## src/rtl/ts_event_reader_if.sv

```systemverilog
// Bus between ts_event_reader and its bench/monitor: control, event input and FWFT read side.
// The design connects to the slave modport and the driver connects to the master modport.
interface ts_event_reader_if #(
  parameter int unsigned CNT_W = 16,
  parameter int unsigned DEPTH = 4
);
  localparam int unsigned LVL_W = $clog2(DEPTH) + 1;

  logic             enable;
  logic             event_in;
  logic             rd_en;
  logic             clr_ovf;
  logic [CNT_W-1:0] rd_data;
  logic             rd_valid;
  logic [LVL_W-1:0] level;
  logic             overflow;

  modport master (
    output enable, event_in, rd_en, clr_ovf,
    input  rd_data, rd_valid, level, overflow
  );

  modport slave (
    input  enable, event_in, rd_en, clr_ovf,
    output rd_data, rd_valid, level, overflow
  );
endinterface

```

## src/rtl/ts_event_reader.sv

```systemverilog
// Measures the spacing between rising edges of an asynchronous event, in prescaled time
// units, and queues the intervals in a small first-word-fall-through FIFO.
module ts_event_reader #(
  parameter int unsigned PRESCALE = 1000,
  parameter int unsigned CNT_W    = 16,
  parameter int unsigned DEPTH    = 4
) (
  input  logic              clock,
  input  logic              reset_n,
  ts_event_reader_if.slave  bus
);
  localparam int unsigned PTR_W = $clog2(DEPTH);
  localparam int unsigned LVL_W = PTR_W + 1;
  localparam int unsigned PSC_W = (PRESCALE > 1) ? $clog2(PRESCALE) : 1;

  // The edge cycle is the first cycle of the new interval, so I clocks read floor(I/PRESCALE).
  localparam logic [PSC_W-1:0] PSC_RESTART = PSC_W'(1 % PRESCALE);
  localparam logic [CNT_W-1:0] CNT_RESTART = CNT_W'((PRESCALE == 1) ? 1 : 0);

  typedef enum logic [1:0] {
    IDLE    = 2'd0,
    ARMED   = 2'd1,
    RUNNING = 2'd2
  } state_e;

  state_e           state_q, state_d;
  logic [2:0]       sync_q;
  logic [PSC_W-1:0] psc_q, psc_d;
  logic [CNT_W-1:0] cnt_q, cnt_d;
  logic             edge_c, tick_c, push_c;

  logic [CNT_W-1:0] mem_q [DEPTH];
  logic [PTR_W-1:0] wr_ptr_q, wr_ptr_d, rd_ptr_q, rd_ptr_d;
  logic [LVL_W-1:0] level_q, level_d;
  logic [CNT_W-1:0] rd_data_q, rd_data_d;
  logic             rd_valid_q, rd_valid_d;
  logic             ovf_q, ovf_d;
  logic             full_c, pop_c, wr_c;

  // Two-flop synchroniser plus a history flop for edge detection
  always_ff @(posedge clock or negedge reset_n) begin
    if (!reset_n) begin
      sync_q <= '0;
    end else begin
      sync_q <= {sync_q[1:0], bus.event_in};
    end
  end

  assign edge_c = sync_q[1] & ~sync_q[2];
  assign tick_c = (psc_q == PSC_W'(PRESCALE - 1));

  always_ff @(posedge clock or negedge reset_n) begin
    if (!reset_n) begin
      state_q <= IDLE;
      psc_q   <= '0;
      cnt_q   <= '0;
    end else begin
      state_q <= state_d;
      psc_q   <= psc_d;
      cnt_q   <= cnt_d;
    end
  end

  always_comb begin
    state_d = state_q;
    psc_d   = '0;
    cnt_d   = '0;
    push_c  = 1'b0;
    unique case (state_q)
      IDLE: begin
        if (bus.enable) state_d = ARMED;
      end
      ARMED: begin
        if (edge_c) begin
          state_d = RUNNING;
          psc_d   = PSC_RESTART;
          cnt_d   = CNT_RESTART;
        end
      end
      RUNNING: begin
        if (edge_c) begin
          push_c = 1'b1;
          psc_d  = PSC_RESTART;
          cnt_d  = CNT_RESTART;
        end else begin
          psc_d = tick_c ? '0 : psc_q + PSC_W'(1);
          cnt_d = (tick_c && (cnt_q != '1)) ? cnt_q + CNT_W'(1) : cnt_q;
        end
      end
      default: state_d = IDLE;
    endcase
    // Disable wins over everything, including an edge in the same cycle
    if (!bus.enable) begin
      state_d = IDLE;
      psc_d   = '0;
      cnt_d   = '0;
      push_c  = 1'b0;
    end
  end

  assign full_c = (level_q == LVL_W'(DEPTH));
  assign pop_c  = bus.rd_en && rd_valid_q;
  assign wr_c   = push_c && (!full_c || pop_c);

  always_comb begin
    wr_ptr_d  = wr_ptr_q;
    rd_ptr_d  = rd_ptr_q;
    level_d   = level_q;
    ovf_d     = ovf_q;
    rd_data_d = '0;
    if (wr_c)  wr_ptr_d = wr_ptr_q + PTR_W'(1);
    if (pop_c) rd_ptr_d = rd_ptr_q + PTR_W'(1);
    if (wr_c && !pop_c) begin
      level_d = level_q + LVL_W'(1);
    end else if (pop_c && !wr_c) begin
      level_d = level_q - LVL_W'(1);
    end
    if (push_c && !wr_c) begin
      ovf_d = 1'b1;
    end else if (bus.clr_ovf) begin
      ovf_d = 1'b0;
    end
    // Registered head: bypass the entry being written when it becomes the new head
    if (level_d != '0) begin
      rd_data_d = (wr_c && (wr_ptr_q == rd_ptr_d)) ? cnt_q : mem_q[rd_ptr_d];
    end
    rd_valid_d = (level_d != '0);
  end

  always_ff @(posedge clock or negedge reset_n) begin
    if (!reset_n) begin
      wr_ptr_q   <= '0;
      rd_ptr_q   <= '0;
      level_q    <= '0;
      rd_data_q  <= '0;
      rd_valid_q <= 1'b0;
      ovf_q      <= 1'b0;
    end else begin
      wr_ptr_q   <= wr_ptr_d;
      rd_ptr_q   <= rd_ptr_d;
      level_q    <= level_d;
      rd_data_q  <= rd_data_d;
      rd_valid_q <= rd_valid_d;
      ovf_q      <= ovf_d;
    end
  end

  always_ff @(posedge clock) begin
    if (wr_c) mem_q[wr_ptr_q] <= cnt_q;
  end

  assign bus.rd_data  = rd_data_q;
  assign bus.rd_valid = rd_valid_q;
  assign bus.level    = level_q;
  assign bus.overflow = ovf_q;
endmodule

```

## src/flat_wrapper.sv

```systemverilog
// flat-port wrapper written by rule: the top's interface ports become plain ports
module ts_event_reader_flat 
#(
  parameter int unsigned PRESCALE = 1000,
  parameter int unsigned CNT_W    = 16,
  parameter int unsigned DEPTH    = 4
)
  (clock, reset_n, bus_enable, bus_event_in, bus_rd_en, bus_clr_ovf, bus_rd_data, bus_rd_valid, bus_level, bus_overflow);
  ts_event_reader_if #(.CNT_W(CNT_W), .DEPTH(DEPTH)) bus_i ();
  input  logic clock;
  input  logic reset_n;
  input wire logic [$bits(bus_i.enable)-1:0] bus_enable;
  input wire logic [$bits(bus_i.event_in)-1:0] bus_event_in;
  input wire logic [$bits(bus_i.rd_en)-1:0] bus_rd_en;
  input wire logic [$bits(bus_i.clr_ovf)-1:0] bus_clr_ovf;
  output wire logic [$bits(bus_i.rd_data)-1:0] bus_rd_data;
  output wire logic [$bits(bus_i.rd_valid)-1:0] bus_rd_valid;
  output wire logic [$bits(bus_i.level)-1:0] bus_level;
  output wire logic [$bits(bus_i.overflow)-1:0] bus_overflow;
  assign bus_i.enable = bus_enable;
  assign bus_i.event_in = bus_event_in;
  assign bus_i.rd_en = bus_rd_en;
  assign bus_i.clr_ovf = bus_clr_ovf;
  assign bus_rd_data = bus_i.rd_data;
  assign bus_rd_valid = bus_i.rd_valid;
  assign bus_level = bus_i.level;
  assign bus_overflow = bus_i.overflow;
  ts_event_reader #(.PRESCALE(PRESCALE), .CNT_W(CNT_W), .DEPTH(DEPTH)) u_core (.clock(clock), .reset_n(reset_n), .bus(bus_i));
endmodule
```

## config.mk

```make
export PLATFORM = sky130hd
export DESIGN_NAME = ts_event_reader_flat
export DESIGN_NICKNAME = d
export VERILOG_FILES = /design/src/rtl/ts_event_reader_if.sv /design/src/rtl/ts_event_reader.sv /design/src/flat_wrapper.sv
export SDC_FILE = /design/constraint.sdc
export NUM_CORES = 1
export LEC_CHECK = 0
export CORE_ASPECT_RATIO = 0.75
export CORE_MARGIN = 2
export CORE_UTILIZATION = 55
export DETAILED_ROUTE_END_ITERATION = 10
export PLACE_DENSITY = 0.77
export RECOVER_POWER = 25
export SETUP_SLACK_MARGIN = 0.15
export SYNTH_ARGS = -nofsm -noshare
export SYNTH_HDL_FRONTEND = slang
export SYNTH_SLANG_ARGS = --single-unit
export TNS_END_PERCENT = 5
```

## constraint.sdc

```tcl
create_clock -name clock -period 2.43 [get_ports clock]
set_clock_uncertainty 0.1 [all_clocks]
set_input_delay 0.3645 -clock clock [delete_from_list [all_inputs] [get_ports clock]]
set_output_delay 0.3645 -clock clock [all_outputs]
set_load 0.005 [all_outputs]
```

Yosys cells after proc, flatten, opt, wreduce, memory -nomap -nowiden
Memories as Yosys holds them, arrays and structs flattened.
Cells that the tools add are included.
W data, S select, Z words.
{"block": "classes", "n_addsub": 6, "mul": 0, "div_mod_pow": 0, "magnitude_cmp": 0, "n_eq_ne": 9, "shift": 0, "muxes": 24, "bitwise": 2, "reduce_logical": 15}
{"cell": "$mux W16", "count": 6}
{"cell": "$mux W10", "count": 3}
{"cell": "$pmux W10 S2", "count": 1}
{"cell": "$add A16 B1 Y16 const B", "count": 1}
{"cell": "$ne A16 B16 Y1 const B", "count": 1}
{"cell": "$add A10 B1 Y10 const B", "count": 1}
{"cell": "$eq A10 B10 Y1 const B", "count": 1}
{"cell": "$mux W1", "count": 8}
{"cell": "$logic_and A1 B1 Y1", "count": 7}
{"cell": "$mux W2", "count": 3}
{"cell": "$mux W3", "count": 2}
{"cell": "$pmux W2 S3", "count": 1}
{"cell": "$add A2 B1 Y2 const B", "count": 2}
{"cell": "$ne A4 B2 Y1 const B", "count": 1}
{"cell": "$add A3 B1 Y3 const B", "count": 1}
{"cell": "$eq A3 B3 Y1 const B", "count": 1}
{"cell": "$logic_not A1 Y1", "count": 3}
{"cell": "$ne A3 B2 Y1 const B", "count": 1}
{"cell": "$reduce_bool A3 Y1", "count": 1}
{"cell": "$sub A3 B1 Y3 const B", "count": 1}
{"cell": "$eq A2 B1 Y1 const B", "count": 1}
{"cell": "$eq A2 B2 Y1", "count": 1}
{"cell": "$eq A2 B2 Y1 const B", "count": 1}
{"cell": "$logic_not A2 Y1", "count": 1}
{"cell": "other kinds (6)", "count": 6}
{"block": "word_totals", "regBits": 56, "latch_bits": 0, "mem_bits_rw": 64, "romBits": 0, "input_bits": 6, "memories": 1}
{"name": "u_core.mem_q", "words": 4, "width": 16, "read_ports": 1, "rd_clocked_by_memory_dff": 0, "wr": 1, "line_no": "ts_event_reader.sv:32", "text": "logic [CNT_W-1:0] mem_q [DEPTH];"}

Longest topological paths before layout
{"block": "logic_depth", "word_depth": 12, "depth_mapped": 10}

Least setup slack after synthesis
OpenSTA, ideal clock, no wires.
{"block": "synth_path", "kind": "flip-flop to flip-flop", "startpoint": "register u_core.state_q[0]", "endpoint": "register u_core.rd_data_q[8] (netlist: u_core.bus.rd_data[8])", "setup_time_ns": 0.120, "arrival_ns": 2.085, "path_slack_ns": 0.125, "path_stages_with_launch": 10, "path_buffers": 2, "synth_period_minus_slack_ns": 2.305, "cell_sequence": "dfrtp_1 inv_1 ha_1 and4b_1 nor2_1 or4_1 a221o_1 buf_6 buf_6 o211a_1"}
{"block": "synth_via", "elab_chain_len": 10, "word_cells_on_any_way": 13, "classes_between": "1 x eq/ne; 6 x mux; 6 x reduce/logical"}
{"element": "start, declared", "line_no": "ts_event_reader.sv:26", "text": "state_e state_q, state_d;"}
{"element": "start signal, assigned", "line_no": "ts_event_reader.sv:58", "text": "state_q <= state_d;"}
{"element": "$eq A2 B2 Y1 (*)", "line_no": "ts_event_reader.sv:69", "text": "unique case (state_q)"}
{"element": "$mux W1 (*)", "line_no": "ts_event_reader.sv:69"}
{"element": "$mux W1 (*)", "line_no": "ts_event_reader.sv:93", "text": "if (!bus.enable) begin"}
{"element": "$logic_and A1 B1 Y1 (*)", "line_no": "ts_event_reader.sv:103", "text": "assign wr_c = push_c && (!full_c || pop_c);"}
{"element": "$logic_not A1 Y1", "line_no": "ts_event_reader.sv:115", "text": "end else if (pop_c && !wr_c) begin"}
{"element": "$logic_and A1 B1 Y1", "line_no": "ts_event_reader.sv:115"}
{"element": "$mux W3", "line_no": "ts_event_reader.sv:115"}
{"element": "$mux W3 (*)", "line_no": "ts_event_reader.sv:113", "text": "if (wr_c && !pop_c) begin"}
{"element": "$reduce_bool A3 Y1 (*)"}
{"element": "named net u_core.rd_valid_d", "line_no": "ts_event_reader.sv:36", "text": "logic rd_valid_q, rd_valid_d;"}
{"element": "$mux W16 (*)", "line_no": "ts_event_reader.sv:124", "text": "if (level_d != '0) begin"}
{"element": "named net u_core.rd_data_d[8]", "line_no": "ts_event_reader.sv:35", "text": "logic [CNT_W-1:0] rd_data_q, rd_data_d;"}
{"element": "end signal, assigned", "line_no": "ts_event_reader.sv:142", "text": "rd_data_q <= rd_data_d;"}
{"element": "end, declared", "line_no": "ts_event_reader.sv:35"}
Mark *: on every way through the listed nets, which the timed path passes. The rest lies on a longest branch.
A chain may end at the register's enable or synchronous reset.

Worst setup path in the final report
{"block": "layout_path", "startpoint": "register u_core.level_q[1] (netlist: u_core.bus.level[1])", "endpoint": "register u_core.rd_data_q[1] (netlist: u_core.bus.rd_data[1])"}
{"block": "layout_via", "elab_chain_len": 10, "word_cells_on_any_way": 15, "classes_between": "2 x add/sub; 1 x eq/ne; 4 x mux; 8 x reduce/logical"}
{"element": "start, declared", "line_no": "ts_event_reader.sv:34", "text": "logic [LVL_W-1:0] level_q, level_d;"}
{"element": "start signal, assigned", "line_no": "ts_event_reader.sv:141", "text": "level_q <= level_d;"}
{"element": "$eq A3 B3 Y1", "line_no": "ts_event_reader.sv:101", "text": "assign full_c = (level_q == LVL_W'(DEPTH));"}
{"element": "$logic_not A1 Y1", "line_no": "ts_event_reader.sv:103"}
{"element": "$logic_or A1 B1 Y1", "line_no": "ts_event_reader.sv:103"}
{"element": "$logic_and A1 B1 Y1", "line_no": "ts_event_reader.sv:103"}
{"element": "$logic_not A1 Y1", "line_no": "ts_event_reader.sv:115"}
{"element": "$logic_and A1 B1 Y1", "line_no": "ts_event_reader.sv:115"}
{"element": "$mux W3", "line_no": "ts_event_reader.sv:115"}
{"element": "$mux W3", "line_no": "ts_event_reader.sv:113"}
{"element": "$reduce_bool A3 Y1", "line_no": "ts_event_reader.sv:124"}
{"element": "$mux W16 (*)", "line_no": "ts_event_reader.sv:124"}
{"element": "named net u_core.rd_data_d[1]", "line_no": "ts_event_reader.sv:35"}
Marked as above.

==> summary.md <==
| Metric | Value |
|---|---|
| Status | `complete, but fails checks` |
| Failing checks | `max-capacitance violations, max-slew violations` |
| Grt peak-use layer | `met2` |
| Met3 Usage GRT | `0.0677` |
| Crit path DAT | `2460 ps` |
| Setup Total Neg Slack | `0 ps` |
| Mapped Cells | `503` |
| FF-to-FF path depth | `8` |
| DRC errors left | `0` |
| Filler cells | `679` |
| Die H | `93.3 µm` |
| Share of cells above drive strength 1 | `0.179` |
| Met1 Use GR | `0.347` |
| Worst VDD drop | `0.000478 V` |
| Post-Synthesis Cell Area | `5840 µm²` |
| Post-synth EDFFs | `64` |
| Crit Path Class | `flip-flop to flip-flop` |
| Leakage | `0.00262 µW` |
| Syn_nets | `522` |
| RR Startpoint | `u_core.bus.level[1]` |
| Grt ovf | `0` |
| Post-route setup slack | `162 ps` |
| Fin crit period | `2270 ps` |
| Count of final max-slew check failures | `56` |
| DR pass1 iterations | `5` |
| Post-synth cell types | `50` |
| Area growth syn-to-layout | `21.9%` |
| Initial antenna violation count | `0` |
| HP Start | `u_core.sync_q[0]` |
| Crit-path max FO | `17` |
| Grt met2 use | `0.390` |
| Vias in the first global route | `4204` |
| Hold Path End | `u_core.sync_q[1]` |
| Routability cong. | `0.820` |
| Global-route wire length before repair | `21600 µm` |
| Synthesis-stage register bit count | `120` |
| Clock sinks | `120` |
| Cell area after placement | `6410 µm²` |
| Hold Crit Class | `flip-flop to flip-flop` |
| Die W | `123 µm` |
| Finished Layout Cells | `695` |
| CTS tree | `yes` |
| Ys Warns | `0` |
| Placed Instances | `659` |
| Post-synth top area share | `0.329` |
| DP Worst Slack | `-97.8 ps` |
| Max-slew headroom | `-0.00186` |
| Clk slew on worst S/H paths | `60 ps` |
| H-tree levels | `4` |
| Cell count of the worst hold path | `0` |
| Synth top area cells | `edfxtp_1, dfrtp_1, nor3_1` |
| Avg Inst Size Synth | `11.6 µm²` |
| Port buffer count | `26` |
| Num rows | `32` |
| Number of DRC markers in iteration 0 | `554` |
| Fin area | `7120 µm²` |
| Number of max-cap violations | `1` |
| Routed vias | `4316` |
| Synth area leader | `edfxtp_1` |
| Pwr per Cell Area | `1010 nW/µm²` |
| Worst Path Required | `2620 ps` |
| CTS Buffer Depth | `2` |
| Top FF cell, synth | `edfxtp_1` |
| Initial Utilization | `0.566` |
| DR WL/cell | `19.6 µm` |
| Nets | `565` |
| Worst-Skew Late Latency | `410 ps` |
| CTS Buf Count | `17` |
| Crit path launch type | `flip-flop` |
| Final setup fails | `0` |
| Final Hold Vio Count | `0` |
| Flop2flop setup slack | `160 ps` |
| Clk root buf | `clkbuf_16` |
| Ant diodes | `0` |
| Detailed Place HPWL | `7910 µm` |
| Routed Antenna Nets | `0` |
| WL final | `13600 µm` |
| Most common cell in the netlist | `edfxtp_1` |
| GRT Total Usage | `0.251` |
| Reg-to-Reg End | `u_core.bus.rd_data[1]` |
| Synth top cells by count | `edfxtp_1, dfrtp_1, nor3_1` |
| Cts hold-fix bufs | `0` |
| RSZ-0062 raised after global routing | `yes` |
| Fmax | `441 MHz` |
| Post-synthesis sequential area ratio | `0.569` |
| Share of async-settable or async-resettable flops after synthesis | `0.467` |
| CORE AREA | `10300 µm²` |
| # IOs | `27` |
| Period utilization | `0.933` |
| Largest net degree at the start of global routing | `57` |
| Vias/cell | `6.21` |
| Worst-Margin Slew | `1500 ps` |
| Die ar. | `11500 µm²` |
| Critical path capture point type | `flip-flop` |
==> worst max path at each step <==
stage / from / depth (start not counted) / endpoint
CTS: u_core.state_q[0] / 8 / u_core.bus.rd_data[0]
floorplan: u_core.state_q[0] / 9 / u_core.bus.rd_data[8]
global route: u_core.bus.level[1] / 8 / u_core.bus.rd_data[15]
detailed placement: bus_enable / 7 / u_core.bus.rd_data[1]
global placement: bus_enable / 7 / u_core.bus.rd_data[12]
finish: u_core.bus.level[1] / 8 / u_core.bus.rd_data[1]
==> stage by stage <==
| step | hold WS, ps | total power, µW | utilization |
|---|---|---|---|
| final | 260 | 7190 | 0.690 |
| after CTS | 29.9 | 7120 | 0.678 |
| after detailed placement | 239 | 4680 | 0.621 |
| after floorplan | -31.1 | 3890 | - |
| after global placement | 235 | 4610 | 0.621 |
| after global routing | 261 | 7520 | 0.690 |
==> final cells by class <==
class / count / area, µm² / area share
Clock inverter: 9 / 58.8 / 0.00826
Multi-Input combinational cell: 335 / 2410 / 0.339
Sequential cell: 120 / 3320 / 0.467
Inverter: 14 / 52.6 / 0.00738
Clock buffer: 23 / 520 / 0.0731
Timing Repair Buffer: 58 / 584 / 0.0820
Tap cell: 136 / 170 / 0.0239
==> flip-flops by register name (all words and copies together) (netlist names) <==
signal / count
u_core.wr_ptr_q: 2
u_core.sync_q: 3
u_core.bus.rd_data: 16
u_core.psc_q: 10
u_core.bus.overflow: 1
u_core.rd_ptr_q: 2
u_core.bus.rd_valid: 1
u_core.cnt_q: 16
u_core.bus.level: 3
u_core.mem_q: 64
u_core.state_q: 2
==> layer usage <==
metal	part of all wire	vias to the layer above	wire, µm
met5	0	-	0
met4	0.0089	0	121
met3	0.057	16	776
met2	0.49	148	6690
met1	0.44	2181	6000
li1	-	1971	-
==> critical path, cell delays in order (launching register included) <==
cell and delay [ps]:
dfrtp_1 410, inv_2 80, ha_2 190, ha_4 160, nor3_2 50, or4_1 480
a221o_1 370, buf_12 170, o211a_1 120
==> cell families (layout without fill, tap and decap cells) <==
kind of cell    Yosys count  after routing  synth area share
simple gates            166            166             0.142
xor+xnor                 26             26            0.0390
mux                      17             17            0.0326
compound gates          113            113             0.153
buf+inv                  48            104            0.0371
fa+ha+maj                13             13            0.0278
flops                   120            120             0.569
==> power breakdown <==
part           total [µW]  internal [µW]  switching (µW)
registers            2540           2360             180
clock network        2410           1500             907
logic                2240           1110            1130
==> cells in the final DEF, fill, tap and decap left out, types with 4 or more instances in the layout <==
master,synthesis,routed
a211oi_1,6,6
a21oi_1,6,6
and2_1,5,5
and3_1,5,5
buf_12,0,7
buf_4,2,23
clkbuf_16,0,19
clkdlybuf4s50_1,0,24
dfrtp_1,56,56
edfxtp_1,64,64
ha_1,13,9
inv_1,14,12
mux2_2,16,16
nand2_1,16,16
nand3_1,13,13
nor2_1,48,48
nor3_1,49,49
o211a_1,16,16
o21a_1,15,15
o21ai_0,21,21
o221ai_1,17,16
o31a_1,16,16
or3_1,4,4
xnor2_1,24,24
==> what timing repair did <==
| action | CTS | global route |
|---|---|---|
| setup buffers | 0 | 4 |
| pin swaps | 0 | 1 |
| endpoints found under the setup margin | 22 | 97 |
| resized for setup | 2 | 17 |
| cloned | 0 | 0 |
No activity file was read; power rests on OpenSTA's default activity.
